[config.mk]
export PLATFORM = sky130hd
export DESIGN_NAME = sdma_req_sched
export DESIGN_NICKNAME = d
export VERILOG_FILES = /design/src/rtl/sdma_sched_pkg.sv /design/src/rtl/sdma_req_sched_rr_arbiter.sv /design/src/rtl/sdma_req_sched.sv
export SDC_FILE = /design/constraint.sdc
export NUM_CORES = 1
export LEC_CHECK = 0
export CAP_MARGIN = 20
export CORE_MARGIN = 2
export CORE_UTILIZATION = 40
export DETAILED_ROUTE_END_ITERATION = 10
export HOLD_SLACK_MARGIN = 0.02
export PLACE_DENSITY = 0.66
export SETUP_SLACK_MARGIN = 0.4
export SYNTH_ARGS = -nofsm -noshare
export SYNTH_HDL_FRONTEND = slang
export SYNTH_SLANG_ARGS = --single-unit
[constraint.sdc]
create_clock -name WB_CLK -period 2.65 [get_ports WB_CLK]
set_input_delay 0.265 -clock WB_CLK [delete_from_list [all_inputs] [get_ports WB_CLK]]
set_output_delay 0.265 -clock WB_CLK [all_outputs]
set_load 0.05 [all_outputs]
[src/rtl/sdma_sched_pkg.sv]
`default_nettype none
// sdma_sched_pkg: shared state encoding and default sizing for the SDMA request scheduler.
// Rev 1.0
package sdma_sched_pkg;

  localparam int DEF_NUM_CH   = 4;
  localparam int DEF_TO_WIDTH = 10;
  localparam int DEF_TO_LIMIT = 'h3FF;

  typedef enum logic [2:0] {
    ST_IDLE  = 3'd0,
    ST_REQ   = 3'd1,
    ST_XFER  = 3'd2,
    ST_DONE  = 3'd3,
    ST_ABORT = 3'd4
  } sched_state_e;

endpackage
`default_nettype wire

[src/rtl/sdma_req_sched_rr_arbiter.sv]
`default_nettype none
// rr_arbiter: one-hot round-robin picker, searching upward from the slot after the last winner.
// Rev 1.0
module rr_arbiter #(
  parameter int N     = 4,
  parameter int IDX_W = (N > 1) ? $clog2(N) : 1
) (
  input  logic [N-1:0]     req,
  input  logic [IDX_W-1:0] last,
  output logic [N-1:0]     gnt,
  output logic [IDX_W-1:0] gnt_idx
);

  logic             found;
  logic [IDX_W-1:0] idx;

  always_comb begin
    gnt     = '0;
    gnt_idx = '0;
    found   = 1'b0;
    idx     = '0;
    for (int i = 1; i <= N; i++) begin
      idx = IDX_W'((int'(last) + i) % N);
      if (!found && req[idx]) begin
        found    = 1'b1;
        gnt[idx] = 1'b1;
        gnt_idx  = idx;
      end
    end
  end

endmodule
`default_nettype wire

[src/rtl/sdma_req_sched.sv]
`default_nettype none
// sdma_req_sched: grants the single SDMA engine to one FIFO channel at a time, with timeout abort.
// Rev 1.0
module sdma_req_sched
  import sdma_sched_pkg::*;
#(
  parameter int                NUM_CH   = DEF_NUM_CH,
  parameter int                TO_WIDTH = DEF_TO_WIDTH,
  parameter logic [TO_WIDTH-1:0] TO_LIMIT = TO_WIDTH'(DEF_TO_LIMIT)
) (
  input  logic              WB_CLK,
  input  logic              WB_RSTn,
  input  logic [NUM_CH-1:0] Ch_Req_i,
  input  logic [NUM_CH-1:0] Ch_En_i,
  output logic [NUM_CH-1:0] SDMA_Req_o,
  input  logic [NUM_CH-1:0] SDMA_Active_i,
  input  logic [NUM_CH-1:0] SDMA_Done_i,
  output logic [NUM_CH-1:0] Ch_Grant_o,
  output logic [NUM_CH-1:0] Ch_Done_o,
  output logic [NUM_CH-1:0] TO_Sts_o,
  input  logic [NUM_CH-1:0] TO_Clr_i,
  output logic              Busy_o,
  output logic              Interrupt_o
);

  localparam int IDX_W = (NUM_CH > 1) ? $clog2(NUM_CH) : 1;

  sched_state_e      state, state_nxt;
  logic [NUM_CH-1:0] grant, grant_nxt;
  logic [NUM_CH-1:0] sdma_req, sdma_req_nxt;
  logic [NUM_CH-1:0] ch_done, ch_done_nxt;
  logic [NUM_CH-1:0] to_sts, to_sts_nxt, to_set;
  logic [IDX_W-1:0]  last_idx, last_idx_nxt;
  logic [IDX_W-1:0]  gnt_idx, gnt_idx_nxt;
  logic [TO_WIDTH-1:0] to_cnt, to_cnt_nxt, to_cnt_inc;
  logic              busy, irq;

  logic [NUM_CH-1:0] eligible, arb_gnt;
  logic [IDX_W-1:0]  arb_idx;
  logic              hit_active, hit_done, timeout;

  assign eligible   = Ch_Req_i & Ch_En_i & ~to_sts;
  // Only the owning channel's handshake lines matter.
  assign hit_active = |(SDMA_Active_i & grant);
  assign hit_done   = |(SDMA_Done_i & grant);
  assign to_cnt_inc = (to_cnt == TO_LIMIT) ? to_cnt : to_cnt + TO_WIDTH'(1);
  assign timeout    = (to_cnt_inc == TO_LIMIT);

  rr_arbiter #(
    .N     (NUM_CH),
    .IDX_W (IDX_W)
  ) u_arb (
    .req     (eligible),
    .last    (last_idx),
    .gnt     (arb_gnt),
    .gnt_idx (arb_idx)
  );

  always_comb begin
    state_nxt    = state;
    grant_nxt    = grant;
    sdma_req_nxt = sdma_req;
    ch_done_nxt  = '0;
    to_set       = '0;
    to_cnt_nxt   = to_cnt;
    last_idx_nxt = last_idx;
    gnt_idx_nxt  = gnt_idx;
    case (state)
      ST_IDLE: begin
        if (|eligible) begin
          state_nxt    = ST_REQ;
          grant_nxt    = arb_gnt;
          sdma_req_nxt = arb_gnt;
          gnt_idx_nxt  = arb_idx;
          to_cnt_nxt   = '0;
        end
      end
      ST_REQ: begin
        to_cnt_nxt = to_cnt_inc;
        if (hit_active && hit_done) begin
          state_nxt    = ST_DONE;
          sdma_req_nxt = '0;
          ch_done_nxt  = grant;
        end else if (timeout) begin
          state_nxt    = ST_ABORT;
          sdma_req_nxt = '0;
          to_set       = grant;
        end else if (hit_active) begin
          state_nxt    = ST_XFER;
          sdma_req_nxt = '0;
        end
      end
      ST_XFER: begin
        to_cnt_nxt = to_cnt_inc;
        // A completion arriving on the timeout cycle still counts as success.
        if (hit_done) begin
          state_nxt   = ST_DONE;
          ch_done_nxt = grant;
        end else if (timeout) begin
          state_nxt = ST_ABORT;
          to_set    = grant;
        end
      end
      ST_DONE, ST_ABORT: begin
        state_nxt    = ST_IDLE;
        grant_nxt    = '0;
        sdma_req_nxt = '0;
        last_idx_nxt = gnt_idx;
      end
      default: begin
        state_nxt    = ST_IDLE;
        grant_nxt    = '0;
        sdma_req_nxt = '0;
      end
    endcase
    to_sts_nxt = (to_sts & ~TO_Clr_i) | to_set;
  end

  always_ff @(posedge WB_CLK or negedge WB_RSTn) begin
    if (!WB_RSTn) begin
      state    <= ST_IDLE;
      grant    <= '0;
      sdma_req <= '0;
      ch_done  <= '0;
      to_sts   <= '0;
      to_cnt   <= '0;
      last_idx <= IDX_W'(NUM_CH - 1);
      gnt_idx  <= '0;
      busy     <= 1'b0;
      irq      <= 1'b0;
    end else begin
      state    <= state_nxt;
      grant    <= grant_nxt;
      sdma_req <= sdma_req_nxt;
      ch_done  <= ch_done_nxt;
      to_sts   <= to_sts_nxt;
      to_cnt   <= to_cnt_nxt;
      last_idx <= last_idx_nxt;
      gnt_idx  <= gnt_idx_nxt;
      busy     <= (state_nxt != ST_IDLE);
      irq      <= |to_sts_nxt;
    end
  end

  assign SDMA_Req_o  = sdma_req;
  assign Ch_Grant_o  = grant;
  assign Ch_Done_o   = ch_done;
  assign TO_Sts_o    = to_sts;
  assign Busy_o      = busy;
  assign Interrupt_o = irq;

endmodule
`default_nettype wire
# After elaboration in Yosys (flattened, before gate mapping)
# Cells that the tools add are included.
# totals
inputBits	22
elab_cells	118
out_inout_bits	18
regBits	35
# classes
eq_ne	8
muxes	50
order_cmp	8
n_addsub	5
n_bitwise	13
n_reduce_logical	24
# ops
op	count
$mux W4	13
$pmux W4 S2	3
$and A4 B4 Y4	5
$eq A10 B10 Y1 const B	2
$mux W10	2
$pmux W10 S2	1
$mux W3	6
$or A4 B4 Y4	4
$reduce_or A4 Y1	4
$lt A2 B3 Y1 const B	4
$pmux W4 S3	1
$mux W1	11
$add A10 B1 Y10 const B	1
$pmux W3 S3	1
$bmux W1 S2	4
$demux W1 S2	4
$ge A2 B1 Y1 const B	4
$logic_and A1 B1 Y1	8
$mux W2	4
$not A4 Y4	2
$eq A3 B2 Y1 const B	2
$reduce_and A2 Y1	3
$add A2 B1 Y2 const B	2
$add A2 B2 Y2 const B	2
11 further kinds	15

# Depth between registers and ports, before layout
# Gate-level depths: netlist (run 1).
# logic_depth
depth_word	16
depth_mapped	8
mapped_depth_nobuf	7

# By module
# A second synthesis (run 1) with hierarchy kept.
# hier_totals
hier_cells	263
hier_area_um2	2437.3
# by_module_without_submodules
mod	area_per_inst_um2	instances	cells_each	seq_area_each_um2
sdma_req_sched	1946.9	1	204	878.3
rr_arbiter	490.5	1	59	0.0

# Least setup slack after synthesis (run 1)
# OpenSTA, ideal clock, no wires.
# synth_path
path_kind	reg2reg
startpoint	register last_idx[0]
endpoint	register sdma_req[0], in the netlist SDMA_Req_o[0]
period_less_slack_ps	2415
setup_time_ps	140
required_ps	2510
path_stages_with_launch	9
slack_ps	235
arrival_ps	2275
path_buffers	1
path_cell_list	dfstp_2 > buf_2 > inv_1 > ha_1 > mux2i_1 > mux2_2 > and2_1 > o41ai_1 > o21ai_1
# synth_between
elab_chain_len	15
word_cells_on_any_way	50
classes_between	add/sub: 4; order compare: 8; mux: 25; bitwise: 3; reduce/logical: 10
# synth_lines
item	line	source
start: declaration	sdma_req_sched.sv:33	logic [IDX_W-1:0] last_idx, last_idx_nxt;
start signal: assignment	sdma_req_sched.sv:127	last_idx <= IDX_W'(NUM_CH - 1);
start signal: assignment	sdma_req_sched.sv:138	last_idx <= last_idx_nxt;
branches (longest 12 deep; another with $lt A2 B3 Y1)	--	
$mux W4 (*)	sdma_req_sched_rr_arbiter.sv:24	if (!found && req[idx]) begin
$mux W4 (*)	sdma_req_sched.sv:70	if (|eligible) begin
$pmux W4 S3 (*)	sdma_req_sched.sv:68	case (state)
end signal: assignment	sdma_req_sched.sv:134	sdma_req <= sdma_req_nxt;
end: declaration	sdma_req_sched.sv:30	logic [NUM_CH-1:0] sdma_req, sdma_req_nxt;
# Mark *: on every way between the ends. The select of a mux whose other input is x is not followed.
# A chain may end at the register's enable or synchronous reset.

# Final worst setup path (run 1)
# layout_path
startpoint	register last_idx[1]
endpoint	register sdma_req[1], in the netlist SDMA_Req_o[1]
# The elaborated chain is that of the path after synthesis.

==> flow_summary_export.csv, run 1 <==
group,metric,value,unit
grt,overflow,0,
grt,grt_pass1_wl,10100,µm
synth,netlist_area,2460,µm²
die,die_y,82.5,µm
setup_path,path_class,"reg -> reg",
grt,grtUsageMet2,32.4,%
synth,seq_area_frac_synth,35.7,%
sta,tightest_slew,772,ps
die,start_util,41.6,%
power,power_frac_comb,59.5,%
setup_path,critPathSlowestCell,"dfstp_2",
sta,grt_setup_unrepaired,"true",
power,seqPwrFrac,27.9,%
power,power,3.13,mW
finish,diodes,0,
power,p_clk_share,12.7,%
sta,max_clock_freq,0.457,GHz
finish,final_cells,408,
clock_tree,cts_tree,"yes",
route,wl_per_cell,15.6,µm
placed_design,pre_cts_ws,304,ps
grt,grt_pass1_vias,2068,
sta,finalHoldViolations,0,
route,drtPass1Iterations,4,
route,drtAntennaViolNets,0,
placed_design,hpwl,4560,µm
power,netSwitchingPower,1.45,mW
synth,yosysWarnings,0,
clock_tree,path_clk_slew,70,ps
clock_tree,ctsRootBufferMaster,"clkbuf_8",
clock_tree,clock_path_buffers,2,
sta,period_needed,2190,ps
synth,synth_edf_count,0,
sta,maxSlewViolCount,0,
flow_run,drv_cap,0,
setup_path,cp.arrival,2340,ps
grt,met3_usage,3.15,%
synth,synth-seq-cells,35,
die,design.core.area,5920,µm²
route,drt_wl_total,6350,µm
clock_tree,clkLatencyLatePin,280,ps
grt,antenna_found_initial,0,
setup_path,worstSetupEndpointType,"flip-flop",
hold_path,hold_path.class,"in -> async",
sta,tns,0,ps
synth,syn_area_per_cell,8.77,µm²
finish,layout_commonest_cell,"clkdlybuf4s50_1",
clock_tree,clock_sinks,35,
setup_path,required,2800,ps
synth,synthCells,281,
setup_path,critPathLaunchType,"flip-flop",
sta,skew,7.64,ps
die,dieArea,6800,µm²
die,die_w,82.5,µm
clock_tree,h-tree-depth,2,
synth,async_reset_ff_share,100,%
setup_path,cp-startpoint,"last_idx[1]",
route,drc,0,
setup_path,worst-path-max-fanout,5,
placed_design,gp_congestion,0.916,
sta,setup_viol,0,
setup_path,reg2reg_from,"last_idx[1]",
finish,nNetsFinal,363,
die,rows,28,
power,swShare,46.3,%
power,powerDensity,969,nW/µm²
grt,grt-busiest-layer,"met2",
sta,slew_headroom,48.2,%
die,io_pins,40,
finish,area_delta_synth_final,30.9,%
placed_design,placed_cells_incl_taps,391,
synth,synth_nets,312,
sta,post-route-period-util,82.5,%
finish,stdcell_area,3230,µm²
power,p_int,1.68,mW
power,p_leak,1.41,nW
sta,setup_ws,463,ps
synth,synthFlopType,"dfrtp_1",
finish,drive_gt1_share,16.8,%
grt,grt_max_degree,36,
power,ir_worst_vdd,0.517,mV
route,vias,2307,
route,vias_per_cell,5.65,
placed_design,placed_area,2970,µm²
setup_path,slowest_delay,550,ps
route,drt_iter0_drc,150,
grt,use_met1,25.8,%
synth,ys_types,60,
setup_path,cp_cell_sequence,"clkinvlp_4 > ha_4 > mux2i_4 > mux2_4 > a21oi_1 > o41ai_2 > o21ai_1",
placed_design,port_buffers,39,
clock_tree,numCtsBuffers,5,
grt,track_usage,19.2,%
outcome,status,"finished, final reports clean",
finish,final_cell_mix,"clkdlybuf4s50_1 (39), nand2_1 (34), dfrtp_1 (32)",
==> final cells by class <==
class	count	area, µm²
repair buffers	54	507
fillers	537	2700
clock inverters	1	5.00
inverters	14	56.3
multi-input cells	222	1600
clock buffers	7	86.3
well taps	75	93.8
flip-flops and latches	35	880
==> flip-flops by register name, summed over array words and instances, names as in the netlist <==
register     cells
Ch_Done_o        4
Interrupt_o      1
Busy_o           1
TO_Sts_o         4
state            3
last_idx         2
SDMA_Req_o       4
Ch_Grant_o       4
to_cnt          10
gnt_idx          2
==> power groups by stage <==
stage          Clock [mW]  Sequential [mW]  Combinational [mW]
6_report            0.396            0.871                1.86
3_5_place_dp            0            0.879                1.57
4_1_cts             0.408            0.858                1.64
5_1_grt             0.429            0.897                2.02
2_1_floorplan           0            0.988                1.01
3_3_place_gp            0            0.881                1.56
==> stage by stage <==
stage | utilization, % | hold slack, ps
floorplan | - | -30.6
global placement | 50.2 | 528
detailed placement | 50.2 | 528
CTS | 52.2 | 394
global route | 54.5 | 434
finish | 54.5 | 377
==> worst max-delay path, delay by kind of cell (launching register included) <==
family                     cells  cell delay (ps)
AOI/OAI and AO/OA              3              500
DFF                            1              550
muxes                          2              500
adders and majority gates      1              360
buffers and inverters          1              140
==> synthesized netlist by cell type (all sizes together), types with 3 or more instances <==
cell	n	area share, %
nand2b	4	1.0
nand3b	4	2.7
a21oi	18	3.8
dfrtp	33	34
nor2b	5	1.3
clkbuf	6	1.3
and3b	4	1.4
ha	9	4.6
a311oi	5	1.8
a21o	6	1.8
buf	5	1.5
a31oi	9	2.3
and3	8	2.1
nor2	26	4.3
nand4	5	1.5
and2	5	1.3
nand2	34	5.2
o21ai	13	2.6
inv	14	2.1
mux2i	4	1.6
nand3	12	2.6
o41ai	4	1.4
a22oi	4	1.2
or4	3	0.91
nor3	8	1.6
==> per-layer routing <==
metal / vias up / part of all wire [%]
met2: 49 / 49
met5: - / 0
li1: 1147 / -
met1: 1103 / 46
met3: 8 / 4.0
met4: 0 / 1.3
==> worst paths after layout <==
kind	endpoint	slack, ps	cells after the start
worst min register to register	SDMA_Req_o[2]	530	2
min in group WB_CLK	SDMA_Req_o[2]	530	2
worst max register to register	SDMA_Req_o[1]	460	7
worst min-delay path	to_cnt[9]	380	2
max in group asynchronous	last_idx[0]	1920	2
worst max-delay path	SDMA_Req_o[1]	460	7
==> repair_timing <==
item | 4_1_cts | 5_1_grt
pin swaps | 0 | 6
gates cloned | 0 | 1
hold buffers | 0 | 0
hold endpoints to repair | 0 | 0
setup buffers | 2 | 6
resized for setup | 3 | 14
endpoints found under the setup margin | 14 | 14
==> cell families (layout without fill, tap and decap cells) <==
family / count (synthesis) / in the layout / synth area share (%)
AOI/OAI and AO/OA: 77 / 77 / 21.2
xor gates and xnor gates: 1 / 1 / 0.356
adders and majority gates: 9 / 9 / 4.57
buffers and inverters: 25 / 76 / 4.98
DFF: 35 / 35 / 35.7
muxes: 8 / 9 / 4.37
and+or+nand+nor: 126 / 126 / 28.9
Note: power is estimated with default switching activity, not from simulation.
==> inputs of run 2 (changes only) <==
- clock period: 2.65 -> 2.26 ns (I/O delays scaled with it)
==> run 2 against run 1 <==
Power rose by 22%. Clock power rose by 10%. Die area did not move. Clock skew fell by 0.99 ps. Count of clock-buffer cells in the layout fell by 2. Sequential power rose by 14%. Hold slack got worse by 31 ps. Via count rose by 6.3%. Routed wire length rose by 7.5%. Largest power group unchanged. Highest routed layer unchanged.
==> flow_summary_export.csv, run 2 (synthesis gave the netlist of run 1 again) <==
group,metric,value,unit
placed_design,port_buffers,39,
setup_path,reg2regPathDepth,6,
setup_path,cp.arrival,2280,ps
clock_tree,h-tree-depth,2,
finish,fin_util,58.6,%
finish,drive_gt1_share,28.7,%
power,seqPwrFrac,26.0,%
finish,area_delta_synth_final,40.9,%
route,vias_per_cell,5.80,
power,netSwitchingPower,1.80,mW
sta,slew_headroom,62.7,%
setup_path,crit_buf_inv,1,
setup_path,critPathLaunchType,"flip-flop",
die,start_util,41.6,%
route,drt_wl_total,6830,µm
sta,grt_setup_unrepaired,"true",
sta,skew,6.65,ps
clock_tree,clock_sinks,35,
sta,setup_ws,133,ps
clock_tree,cts_tree,"yes",
sta,setup_viol,0,
power,powerDensity,1100,nW/µm²
setup_path,slowest_delay,610,ps
finish,largest_reg_flops,10,
setup_path,critPathSlowestCell,"mux4_2",
die,dieArea,6800,µm²
die,die_w,82.5,µm
die,die_y,82.5,µm
route,wl_per_cell,16.1,µm
hold_path,hold_path.class,"in -> async",
setup_path,cp_cell_sequence,"buf_12 > mux4_2 > nand2_2 > nor2_4 > o41ai_4 > o21ai_1",
grt,antenna_found_initial,0,
sta,maxSlewViolCount,0,
clock_tree,numCtsBuffers,5,
power,ir_worst_vdd,0.675,mV
power,p_clk_share,11.5,%
power,power_frac_comb,62.6,%
clock_tree,path_clk_slew,80,ps
setup_path,reg2reg_from,"last_idx[0]",
route,vias,2453,
outcome,status,"finished, final reports clean",
die,design.core.area,5920,µm²
sta,post-route-period-util,94.1,%
finish,stdcell_area,3470,µm²
setup_path,reg2reg_to,"SDMA_Req_o[3]",
setup_path,required,2410,ps
route,drc,0,
finish,n_fill_cell,532,
placed_design,gp_congestion,0.908,
placed_design,hpwl,4660,µm
grt,grt_pass1_wl,10600,µm
setup_path,r2r_slack,130,ps
placed_design,pre_cts_ws,34.9,ps
finish,layout_commonest_cell,"clkdlybuf4s50_1",
sta,period_needed,2130,ps
setup_path,worst-path-max-fanout,7,
grt,grt_max_degree,36,
setup_path,path_delay_family,"multiplexers",
sta,tightest_slew,559,ps
power,swShare,47.2,%
route,drt_iter0_drc,152,
route,drtAntennaViolNets,0,
grt,track_usage,20.4,%
grt,grt_pass1_vias,2225,
setup_path,worstSetupEndpointType,"flip-flop",
finish,regMostFlops,"to_cnt",
finish,final_cell_mix,"clkdlybuf4s50_1 (35), nand2_1 (31), buf_4 (28)",
die,io_pins,40,
sta,max_clock_freq,0.470,GHz
power,p_leak,1.52,nW
clock_tree,hold_buffers,0,
die,rows,28,
grt,overflow,0,
finish,seqCellArea,892,µm²
clock_tree,ctsRootBufferMaster,"clkbuf_8",
setup_path,path_class,"reg -> reg",
finish,nNetsFinal,378,
sta,tns,0,ps
placed_design,placed_area,3090,µm²
power,p_int,2.01,mW
finish,diodes,0,
flow_run,drv_cap,0,
clock_tree,clkLatencyLatePin,280,ps
clock_tree,clock_path_buffers,2,
sta,finalHoldViolations,0,
finish,multi_input_area,1720,µm²
route,drtPass1Iterations,4,
run 2: cell types whose count changed in the layout (fill, tap and decap cells not counted), moves of 4 or more:
cell / previous run / this run
dfrtp_1: 32 / 22
and2_1: 5 / 1
clkdlybuf4s50_1: 39 / 35
nor2_1: 25 / 18
dfrtp_2: 1 / 11
buf_4: 14 / 28
dlygate4sd2_1: 0 / 4
nor2_2: 0 / 6
and2_4: 0 / 4
run 2: metrics by stage:
step	total power, mW	hold slack, ps	instances
CTS	3.69	366	418
detailed placement	3.00	526	401
finish	3.81	346	423
floorplan	2.43	-69.6	281
global placement	2.98	521	401
global route	4.07	401	423
run 2: power groups by stage:
stage / clock network, mW / logic [mW] / registers, mW
floorplan: 0 / 1.26 / 1.17
global placement: 0 / 1.97 / 1.01
detailed placement: 0 / 1.98 / 1.01
CTS: 0.450 / 2.26 / 0.981
global route: 0.478 / 2.58 / 1.01
finish: 0.436 / 2.38 / 0.990
run 2: worst max path at each step:
stage / from / to / slack [ps] / depth (start not counted)
floorplan: last_idx[0] / SDMA_Req_o[0] / 240 / 8
global placement: Ch_En_i[1] / SDMA_Req_o[0] / 70 / 7
detailed placement: Ch_En_i[3] / SDMA_Req_o[0] / 30 / 8
CTS: last_idx[0] / SDMA_Req_o[0] / 150 / 7
global route: last_idx[0] / SDMA_Req_o[3] / 30 / 7
finish: last_idx[0] / SDMA_Req_o[3] / 130 / 6
run 2: worst reg2reg max path, stage by stage, from the launching register on:
cell     delay [ps]
dfstp_2         600
buf_12          120
mux4_2          610
nand2_2         140
nor2_4           50
o41ai_4         370
o21ai_1         110
run 2: timing repair:
item                                    in CTS  in global routing
endpoints found under the setup margin      24                 25
pin swaps                                   15                 16
resized for setup                           20                 24
setup buffers                                8                  5
gates cloned                                 1                  0
run 2: final cells by class:
cell class	instances	share of cell area, %
Multi-Input combinational cell	222	49.5
Inverter	14	1.66
Tap cell	75	2.70
Clock buffer	5	1.98
Sequential cell	35	25.7
Timing Repair Buffer	69	18.1
Clock inverter	3	0.433
run 2: metal layers:
metal | share of wire [%] | GRT usage, % | up-vias
met5 | 0 | 0 | -
met3 | 5.6 | 3.37 | 11
met2 | 46 | 31.5 | 88
li1 | - | - | 1178
met1 | 47 | 29.6 | 1176
met4 | 1.1 | 5.17 | 0
